$ cat config.mk
export PLATFORM = sky130hd
export DESIGN_NAME = jtag_tap_param
export DESIGN_NICKNAME = d
export VERILOG_FILES = /design/src/rtl/jtag_pkg.sv /design/src/rtl/jtag_tap_fsm.sv /design/src/rtl/jtag_tap_param.sv
export SDC_FILE = /design/constraint.sdc
export NUM_CORES = 1
export LEC_CHECK = 0
export CORE_MARGIN = 4
export CORE_UTILIZATION = 49
export CTS_BUF_LIST = sky130_fd_sc_hd__clkbuf_8 sky130_fd_sc_hd__clkbuf_16
export DETAILED_ROUTE_END_ITERATION = 16
export PLACE_DENSITY = 0.82
export SYNTH_ARGS = -nofsm -noshare
export SYNTH_HDL_FRONTEND = slang
export SYNTH_SLANG_ARGS = --single-unit
$ cat constraint.sdc
create_clock -name jtag_tck -period 3.5 [get_ports jtag_tck]
set_input_delay 0.875 -clock jtag_tck [delete_from_list [all_inputs] [get_ports jtag_tck]]
set_output_delay 0.875 -clock jtag_tck [all_outputs]
set_load 0.03 [all_outputs]
$ cat src/rtl/jtag_pkg.sv
// Shared definitions for the JTAG TAP slice.
//   tap_state_e        : 4-bit IEEE 1149.1 TAP state, encoding visible on tap_state
//   tap_action_e       : 2-bit action decoded from the current state
//   IR_CAPTURE_PATTERN : value loaded into IR bits [1:0] in Capture-IR
package jtag_pkg;

  typedef enum logic [3:0] {
    TAP_TLR      = 4'h0,
    TAP_RTI      = 4'h1,
    TAP_SEL_DR   = 4'h2,
    TAP_SEL_IR   = 4'h3,
    TAP_CAP_DR   = 4'h4,
    TAP_SH_DR    = 4'h5,
    TAP_EX1_DR   = 4'h6,
    TAP_PAUSE_DR = 4'h7,
    TAP_EX2_DR   = 4'h8,
    TAP_UPD_DR   = 4'h9,
    TAP_CAP_IR   = 4'hA,
    TAP_SH_IR    = 4'hB,
    TAP_EX1_IR   = 4'hC,
    TAP_PAUSE_IR = 4'hD,
    TAP_EX2_IR   = 4'hE,
    TAP_UPD_IR   = 4'hF
  } tap_state_e;

  typedef enum logic [1:0] {
    ACT_NONE    = 2'd0,
    ACT_CAPTURE = 2'd1,
    ACT_SHIFT   = 2'd2,
    ACT_UPDATE  = 2'd3
  } tap_action_e;

  localparam logic [1:0] IR_CAPTURE_PATTERN = 2'b01;

endpackage

$ cat src/rtl/jtag_tap_fsm.sv
// 16-state TAP controller: state register, next-state logic and decode of the
// current state into IR/DR actions.
// Ports:
//   jtag_tck, jtag_tck__enable : clock and clock enable (state holds when low)
//   reset_n                    : asynchronous active-low reset to TLR
//   tms                        : TMS pin
//   ntrst                      : synchronous TAP reset (active low), wins over TMS
//   state                      : current TAP state (also the debug view)
//   ir_action, dr_action       : action for the edge leaving the current state
//   in_tlr                     : current state is Test-Logic-Reset
module jtag_tap_fsm
  import jtag_pkg::*;
(
  input  logic        jtag_tck,
  input  logic        jtag_tck__enable,
  input  logic        reset_n,
  input  logic        tms,
  input  logic        ntrst,
  output tap_state_e  state,
  output tap_action_e ir_action,
  output tap_action_e dr_action,
  output logic        in_tlr
);

  always_ff @(posedge jtag_tck or negedge reset_n) begin
    if (!reset_n) begin
      state <= TAP_TLR;
    end else if (jtag_tck__enable) begin
      if (!ntrst) begin
        state <= TAP_TLR;
      end else begin
        case (state)
          TAP_TLR:      state <= tms ? TAP_TLR      : TAP_RTI;
          TAP_RTI:      state <= tms ? TAP_SEL_DR   : TAP_RTI;
          TAP_SEL_DR:   state <= tms ? TAP_SEL_IR   : TAP_CAP_DR;
          TAP_SEL_IR:   state <= tms ? TAP_TLR      : TAP_CAP_IR;
          TAP_CAP_DR:   state <= tms ? TAP_EX1_DR   : TAP_SH_DR;
          TAP_SH_DR:    state <= tms ? TAP_EX1_DR   : TAP_SH_DR;
          TAP_EX1_DR:   state <= tms ? TAP_UPD_DR   : TAP_PAUSE_DR;
          TAP_PAUSE_DR: state <= tms ? TAP_EX2_DR   : TAP_PAUSE_DR;
          TAP_EX2_DR:   state <= tms ? TAP_UPD_DR   : TAP_SH_DR;
          TAP_UPD_DR:   state <= tms ? TAP_SEL_DR   : TAP_RTI;
          TAP_CAP_IR:   state <= tms ? TAP_EX1_IR   : TAP_SH_IR;
          TAP_SH_IR:    state <= tms ? TAP_EX1_IR   : TAP_SH_IR;
          TAP_EX1_IR:   state <= tms ? TAP_UPD_IR   : TAP_PAUSE_IR;
          TAP_PAUSE_IR: state <= tms ? TAP_EX2_IR   : TAP_PAUSE_IR;
          TAP_EX2_IR:   state <= tms ? TAP_UPD_IR   : TAP_SH_IR;
          TAP_UPD_IR:   state <= tms ? TAP_SEL_DR   : TAP_RTI;
          default:      state <= TAP_TLR;
        endcase
      end
    end
  end

  always_comb begin
    ir_action = ACT_NONE;
    dr_action = ACT_NONE;
    in_tlr    = 1'b0;
    case (state)
      TAP_TLR:    in_tlr    = 1'b1;
      TAP_CAP_IR: ir_action = ACT_CAPTURE;
      TAP_SH_IR:  ir_action = ACT_SHIFT;
      TAP_UPD_IR: ir_action = ACT_UPDATE;
      TAP_CAP_DR: dr_action = ACT_CAPTURE;
      TAP_SH_DR:  dr_action = ACT_SHIFT;
      TAP_UPD_DR: dr_action = ACT_UPDATE;
      default: ;
    endcase
  end

endmodule

$ cat src/rtl/jtag_tap_param.sv
// Parametrised JTAG TAP with a built-in IR/DR shift register, BYPASS and IDCODE.
// Ports:
//   jtag_tck, jtag_tck__enable : TCK and its clock enable (everything holds when low)
//   reset_n                    : asynchronous active-low reset
//   jtag__tms, jtag__tdi       : JTAG pins
//   jtag__ntrst                : synchronous TAP reset, active low
//   dr_out, dr_length          : client capture data and DR length for the current IR
//   dr_in                      : shift register contents, for the client on update
//   dr_action                  : 0 none, 1 capture, 2 shift, 3 update (0 for BYPASS/IDCODE)
//   ir, tap_state, tdo         : current instruction, TAP state, serial out (sr[0])
//
// Client protocol: dr_action is a one-shot strobe per enabled TCK edge.
// On capture the TAP samples dr_out at the edge; dr_length must stay stable
// from capture through update; on update the client samples dr_in at the edge.
// There is no back-pressure: the client must always accept.
module jtag_tap_param
  import jtag_pkg::*;
#(
  parameter int                   IR_WIDTH     = 5,
  parameter int                   DR_WIDTH     = 50,
  parameter logic [IR_WIDTH-1:0]  IR_IDCODE    = IR_WIDTH'(1),
  parameter logic [31:0]          IDCODE_VALUE = 32'h0000_0001
) (
  input  logic                              jtag_tck,
  input  logic                              jtag_tck__enable,
  input  logic                              reset_n,
  input  logic                              jtag__tms,
  input  logic                              jtag__tdi,
  input  logic                              jtag__ntrst,
  input  logic [DR_WIDTH-1:0]               dr_out,
  input  logic [$clog2(DR_WIDTH+1)-1:0]     dr_length,
  output logic [DR_WIDTH-1:0]               dr_in,
  output logic [1:0]                        dr_action,
  output logic [IR_WIDTH-1:0]               ir,
  output logic [3:0]                        tap_state,
  output logic                              tdo
);

  localparam int LEN_W = $clog2(DR_WIDTH+1);
  localparam logic [LEN_W-1:0] LEN_ONE    = LEN_W'(1);
  localparam logic [LEN_W-1:0] LEN_IDCODE = LEN_W'(32);
  localparam logic [LEN_W-1:0] LEN_MAX    = LEN_W'(DR_WIDTH);

  tap_state_e  state;
  tap_action_e ir_act;
  tap_action_e dr_act;
  logic        in_tlr;

  jtag_tap_fsm u_fsm (
    .jtag_tck         (jtag_tck),
    .jtag_tck__enable (jtag_tck__enable),
    .reset_n          (reset_n),
    .tms              (jtag__tms),
    .ntrst            (jtag__ntrst),
    .state            (state),
    .ir_action        (ir_act),
    .dr_action        (dr_act),
    .in_tlr           (in_tlr)
  );

  logic [DR_WIDTH-1:0] sr;
  logic [DR_WIDTH-1:0] sr_down;
  logic [DR_WIDTH-1:0] ir_shift_next;
  logic [DR_WIDTH-1:0] dr_shift_next;
  logic [DR_WIDTH-1:0] dr_capture;
  logic [LEN_W-1:0]    len;
  logic                is_bypass;
  logic                is_idcode;

  // BYPASS takes priority should IR_IDCODE ever be all ones.
  assign is_bypass = &ir;
  assign is_idcode = (ir == IR_IDCODE) && !is_bypass;

  always_comb begin
    if (is_bypass)                len = LEN_ONE;
    else if (is_idcode)           len = LEN_IDCODE;
    else if (dr_length == '0)     len = LEN_ONE;
    else if (dr_length > LEN_MAX) len = LEN_MAX;
    else                          len = dr_length;
  end

  assign sr_down = sr >> 1;

  // DR shift: TDI enters at bit len-1, everything at len and above is cleared.
  always_comb begin
    dr_shift_next = '0;
    for (int i = 0; i < DR_WIDTH; i++) begin
      if (i < int'(len) - 1)       dr_shift_next[i] = sr_down[i];
      else if (i == int'(len) - 1) dr_shift_next[i] = jtag__tdi;
    end
  end

  always_comb begin
    ir_shift_next = '0;
    ir_shift_next[IR_WIDTH-1:0] = {jtag__tdi, sr_down[IR_WIDTH-2:0]};
  end

  always_comb begin
    if (is_bypass)      dr_capture = '0;
    else if (is_idcode) dr_capture = DR_WIDTH'(IDCODE_VALUE);
    else                dr_capture = dr_out;
  end

  always_ff @(posedge jtag_tck or negedge reset_n) begin
    if (!reset_n) begin
      ir <= IR_IDCODE;
      sr <= '0;
    end else if (jtag_tck__enable) begin
      if (in_tlr) ir <= IR_IDCODE;
      case (ir_act)
        ACT_CAPTURE: sr <= DR_WIDTH'(IR_CAPTURE_PATTERN);
        ACT_SHIFT:   sr <= ir_shift_next;
        ACT_UPDATE:  ir <= sr[IR_WIDTH-1:0];
        default: ;
      endcase
      case (dr_act)
        ACT_CAPTURE: sr <= dr_capture;
        ACT_SHIFT:   sr <= dr_shift_next;
        default: ;
      endcase
    end
  end

  assign dr_in     = sr;
  assign tdo       = sr[0];
  assign tap_state = state;
  assign dr_action = (is_bypass || is_idcode) ? ACT_NONE : dr_act;

endmodule

==> results of run 1 <==
-- layer usage --
metal  part of all wire, %  vias to the layer above  routed length (um)  GRT usage, %
met2                    47                      338                8450          52.9
li1                      -                     2366                   -             -
met4                   3.1                        0                 554          13.3
met3                   9.7                       59                1750          7.78
met1                    40                     2571                7260          45.4
met5                     0                        -                   0             0
-- synth_stat cells, drive strengths merged (6+ instances only) --
library cell  instances  area share (%)
a21oi                25             3.1
a22oi                41             7.0
and2                  6            0.86
and3                 11             1.6
buf                  17             2.4
clkbuf               30             2.6
dfrtp                58              33
ha                    9             2.6
inv                  19             1.6
mux2i                11             2.6
nand2                42             3.6
nand3                23             2.6
nand4                 7             1.0
nor2                 31             2.7
nor3                 19             2.4
nor4                  8             2.1
o211ai               16             2.7
o21ai                45             5.1
o31ai                 6             1.1
-- worst min path at each step --
| stage | to | cells after the start |
|---|---|---|
| 5_1_grt | dr_in[49] | 1 |
| 2_1_floorplan | dr_in[0] | 0 |
| 6_report | dr_in[49] | 1 |
| 4_1_cts | dr_in[49] | 1 |
| 3_3_place_gp | ir[0] | 2 |
| 3_5_place_dp | dr_in[25] | 2 |
-- registers in the layout (all words and copies together) (netlist names) --
signal	count
ir	5
u_fsm.state	4
dr_in	50
-- cell type report --
cell class | instances | area, um^2 | share of cell area, %
clock buffer | 11 | 151 | 2.29
clock inverter | 4 | 73.8 | 1.11
inverter | 20 | 75.1 | 1.13
multi-input combinational | 392 | 2690 | 40.6
sequential | 59 | 1480 | 22.3
tap | 108 | 135 | 2.04
timing repair buffer | 224 | 2020 | 30.6
-- stage by stage --
step,instances,utilization (%),setup TNS [ns],worst slack (ns),hold WS [ns]
after floorplan,518,-,0,0.00126,0.579
after global placement,801,72.5,-11.11,-0.327,0.533
after detailed placement,801,72.5,-17.98,-0.495,0.540
after CTS,816,75.2,0,0.00423,0.516
after global routing,818,75.9,0,0.0176,0.542
final,818,75.9,0,0.105,0.517
-- report_power, final --
part           switching (mW)  internal [mW]  total [mW]
combinational           0.130          0.128       0.258
clock                   0.311          0.436       0.747
sequential             0.0148          0.692       0.707
-- cell families after synthesis --
logic type | Yosys count
adder cells (fa/ha/maj) | 9
multiplexers | 11
AND/OR/NAND/NOR | 167
flip-flops | 59
buffers and inverters | 67
AO/OA/AOI/OAI | 200
XOR/XNOR | 5
-- cells in the final DEF (no fill, tap or decap), types with 4 or more instances in the layout --
cell	n
clkbuf_8	11
and2_1	6
and3_1	11
clkdlybuf4s50_1	117
o21ai_0	35
nand3_1	23
nor2_1	31
o2111ai_1	4
o221ai_1	4
buf_4	98
o21ai_1	10
a221oi_1	5
nand2b_1	5
inv_1	18
nand4_1	7
o31ai_1	5
a21oi_1	23
o211ai_1	16
a22oi_1	41
nand2_1	40
mux2i_1	10
ha_1	8
nor4_2	5
dfrtp_1	58
a211oi_1	4
nor3_1	16
-- repair_timing --
item / CTS / global route
hold buffers: 0 / 0
setup endpoints to repair: 30 / 35
pin swaps: 1 / 3
gates resized for setup: 6 / 11
setup buffers: 0 / 2
-- worst max-delay path: cells and delay by family --
kind	cells	cell delay, ns
and+or+nand+nor	3	0.21
buffers and inverters	4	0.76
adders and majority gates	2	0.50
AOI/OAI and AO/OA	6	1.27
==> impl_results.md, run 1 <==
- Worst R2R Start: ir[1]
- DRC Markers: 0
- Largest net degree at the start of global routing: 57
- Clk sinks: 59
- Die width: 103 um
- Syn avg cell area: 8.47 um^2
- Post-DRT Antenna Nets: 0
- Post-Synth Simple-Gate Area: 20.2%
- First-pass DRT Iterations: 5
- Clk_lat worst skew: 0.36 ns
- Area Overhead vs Synth: 50.9%
- Design Power: 1.71 mW
- RSZ-0062 raised after global routing: false
- Critical path's slowest cell: clkdlybuf4s50_1
- CP startpoint: dr_length[5]
- Xor/xnor share of the synthesized area: 0.998%
- Clk slew on worst S/H paths: 0.08 ns
- R2r endpoint: dr_in[15]
- Max Cap Viol: 0
- Synth Area in Adders: 2.57%
- Placed Area: 6320 um^2
- Max Slew Vio Count: 0
- Syn nets: 589
- Proportion of layout cells with a drive suffix above 1: 20.8%
- Setup Crit Path Kind: in -> reg
- Post-synthesis register bit count: 59
- Initial antenna violation count: 0
- Die Ht: 103 um
- Rows: 34
- Number of port buffers: 123
- Minimum clock period after layout: 3.40 ns
- VDD IR max: 0.000193 V
- Total CTS buffers: 9
- Yosys Warn Count: 0
- EDFF count, synth: 0
- Worst min path class: in -> async
- Final setup vio count: 0
- Highest Clock Rate: 295 MHz
- DR vias/cell: 6.52
- R2R Setup Slk: 0.25 ns
- CTS tree: done
- Least-Margin Pin Slew: 0.623 ns
- Seq/Total Area, Yosys: 33.7%
- Global-route wire length before repair: 27400 um
- WL/cell: 22.0 um
- Leak: 2.70 nW
- Layout fillers: 658
- Clock Skews: 0.0118 ns
- Final #Nets: 777
- Setup crit end: dr_in[15]
- Tcrit/Tclk final: 97.0%
- Arrival @ worst endpoint: 3.63 ns
- Synth cell types: 77
- Outcome: finished clean
- Worst-path fanout max: 7
- Worst Reg-to-Reg Cells: 14
- Power Density: 259 nW/um^2
- Vias in the first global route: 5231
- Fin. Hold Viols: 0
- Synth Area in Compound Gates: 33.3%
- Iter 0 DRT Violations: 467
- Design Area, Final: 6620 um^2
- Slew margin rel.: 58.4%
- Max clock buf depth: 2
- Routed WL: 18000 um
- Mux share of post-synthesis cell area: 2.59%
- I/O pins: 124
- Core area: 8720 um^2
- Via count: 5334
- Crit end category: flip-flop
- Main combinational cell family by area after synthesis: compound AO/OA/AOI/OAI gates
- Crit-path cells: clkdlybuf4s50_1, inv_1, o32a_4, a21oi_4, ha_4, nand2_1, o32ai_2, buf_4, nor2_1, nand2_2, inv_1, ha_1, a32o_1, a21oi_2, o41ai_1
- GRT Total Usage: 33.8%
- Gp weighted congestion: 0.990
- Die ar.: 10500 um^2
- Clock root buffer: clkbuf_8
- H-tree levels: 3
- Grt total ovfl: 0
- Initial core utilization: 50.3%
- Final HPWL from detailed placement: 13400 um
- Crit-path most repeated cell: inv_1
- Critical path launch point type: input port
- Cell Area, Synth: 4390 um^2
- Worst path required time: 3.74 ns
- CP peak stage delay: 0.47 ns
- N_diodes: 0
- Ys flop type: dfrtp_1
- Mapped Cells: 518
- FFs w/ async S/R, synth: 100%
(Power assumes the default switching activity.)
==> run 2: changes to the inputs <==
- CORE_ASPECT_RATIO: default -> 2
==> impl_results.md, run 2 (synthesis results as in run 1) <==
- Grt total ovfl: 0
- Commonest non-fill, non-tap cell in the layout: clkdlybuf4s50_1
- Total CTS buffers: 9
- CTS tree: done
- Highest Clock Rate: 295 MHz
- N_diodes: 0
- Core area: 8710 um^2
- Post-Layout Cell Count: 802
- GRT Total Usage: 36.0%
- Post-DRT Antenna Nets: 0
- Gp weighted congestion: 1.01
- Worst R2R Start: u_fsm.state[2]
- Initial core utilization: 50.4%
- Via count: 5369
- Proportion of layout cells with a drive suffix above 1: 20.2%
- Rows: 48
- WL/cell: 23.3 um
- Sequential share of power: 37.9%
- Sw Share: 26.8%
- WP depth: 12
- Clk_lat worst skew: 0.34 ns
- Initial antenna violation count: 0
- R2R Setup Slk: 0.32 ns
- Number of port buffers: 123
- Max Cap Viol: 0
- Die Ht: 142 um
- Multi-input logic area: 2740 um^2
- Outcome: finished clean
- Combinational power share: 13.1%
- RSZ-0062 raised after global routing: false
- Post-placement setup slack: -0.517 ns
- Vias in the first global route: 5374
- Internal power: 1.37 mW
- Minimum clock period after layout: 3.39 ns
- Placed Cells incl. Taps: 782
- Final WS setup: 0.112 ns
- Power Density: 280 nW/um^2
- Tcrit/Tclk final: 96.8%
- I/O pins: 124
- Power share of the clock group: 49.1%
- Worst-path fanout max: 8
- DRC Markers: 0
- Largest net degree at the start of global routing: 60
- R2r endpoint: dr_in[4]
- CP bufs+invs: 3
- Worst min path class: reg -> reg
- Clk slew on worst S/H paths: 0.06 ns
- VDD IR max: 0.000292 V
- Worst Reg-to-Reg Cells: 13
- Final setup vio count: 0
- Iter 0 DRT Violations: 464
- Clock Skews: 0.00668 ns
- DR vias/cell: 6.69
- Setup crit end: dr_in[28]
- Fin. Hold Viols: 0
- Clock root buffer: clkbuf_16
- Crit-path cells: clkdlybuf4s50_1, inv_1, o32a_4, a21oi_4, ha_4, or2b_1, o32ai_2, mux2i_2, nor2_1, buf_4, a21oi_1, o221ai_1
- Area Overhead vs Synth: 52.4%
- Critical path launch point type: input port
- Max Slew Vio Count: 0
- Final #Nets: 768
- First-pass DRT Iterations: 5
- Least-Margin Pin Slew: 0.803 ns
- H-tree levels: 3
- Crit end category: flip-flop
- Final hold slack: 0.561 ns
- CP peak stage delay: 0.52 ns
- Clk sinks: 59
- Leak: 2.73 nW
- Global-route wire length before repair: 28700 um
- Slew margin rel.: 46.5%
- Final HPWL from detailed placement: 14100 um
- Top delay family on crit path: compound AO/OA/AOI/OAI gates
- Total area of sequential cells: 1480 um^2
- Critical path's slowest cell: mux2i_2
- Die ar.: 10600 um^2
- Switching power total: 502 uW
- Layout fillers: 632
- CP startpoint: dr_length[5]
- Arrival @ worst endpoint: 3.59 ns
- Setup_tns: 0 ns
- Max clock buf depth: 2
- Die width: 74.9 um
- Worst path required time: 3.70 ns
- Setup Crit Path Kind: in -> reg
- Routed WL: 18700 um
- Largest register FFs: 50
- Most frequent cells in the layout: clkdlybuf4s50_1 (117), buf_4 (87), dfrtp_1 (58)
-- run 2: power groups by stage --
stage,registers (mW),clock network [mW],logic [mW]
after global placement,0.721,0,0.237
after CTS,0.709,0.921,0.244
after floorplan,0.737,0,0.0844
after detailed placement,0.722,0,0.243
final,0.709,0.919,0.245
after global routing,0.712,0.946,0.262
-- run 2: worst min path at each step --
| stage | end | startpoint | cells after the start |
|---|---|---|---|
| global placement | dr_in[40] | dr_in[40] | 2 |
| detailed placement | dr_in[40] | dr_in[40] | 2 |
| global route | ir[0] | ir[0] | 2 |
| floorplan | dr_in[0] | reset_n | 0 |
| CTS | ir[0] | ir[0] | 2 |
| finish | ir[0] | ir[0] | 2 |
-- run 2: what timing repair did --
action,in CTS,in global routing
setup endpoints to repair,34,41
setup buffers,0,3
pin swaps,0,6
hold buffers,0,0
cloned,0,1
resized for setup,6,19
-- run 2: worst min-delay path, delay by kind of cell, from the launching register on --
| family | cells | cell delay (ns) |
|---|---|---|
| DFF | 1 | 0.41 |
| AOI/OAI and AO/OA | 1 | 0.07 |
| buffers and inverters | 1 | 0.07 |
-- run 2: routing by layer --
| layer | vias to the layer above | routed length, um | track usage, % |
|---|---|---|---|
| li1 | 2362 | - | - |
| met1 | 2540 | 6160 | 39.3 |
| met2 | 375 | 9800 | 61.6 |
| met3 | 92 | 1380 | 5.18 |
| met4 | 0 | 1390 | 23.9 |
| met5 | - | 0 | 0 |
-- run 2: per-stage QoR --
| stage | util [%] | instance area, um^2 | total power, mW |
|---|---|---|---|
| after global placement | 71.7 | 6240 | 0.959 |
| after detailed placement | 71.7 | 6240 | 0.964 |
| final | 76.8 | 6690 | 1.87 |
| after CTS | 75.6 | 6580 | 1.87 |
| after global routing | 76.8 | 6690 | 1.92 |
| after floorplan | - | 4400 | 0.822 |
-- run 2: layout make-up --
class	count	area share (%)
multi-input cells	393	40.9
repair buffers	214	29.5
flip-flops and latches	59	22.1
clock buffers	9	3.37
well taps	100	1.87
clock inverters	7	1.16
inverters	20	1.12
==> run 3: changes to the inputs <==
- ABC_AREA: default -> 0
==> results of run 3 <==
The final DEF is identical to that of run 2; final timing and power are the same.
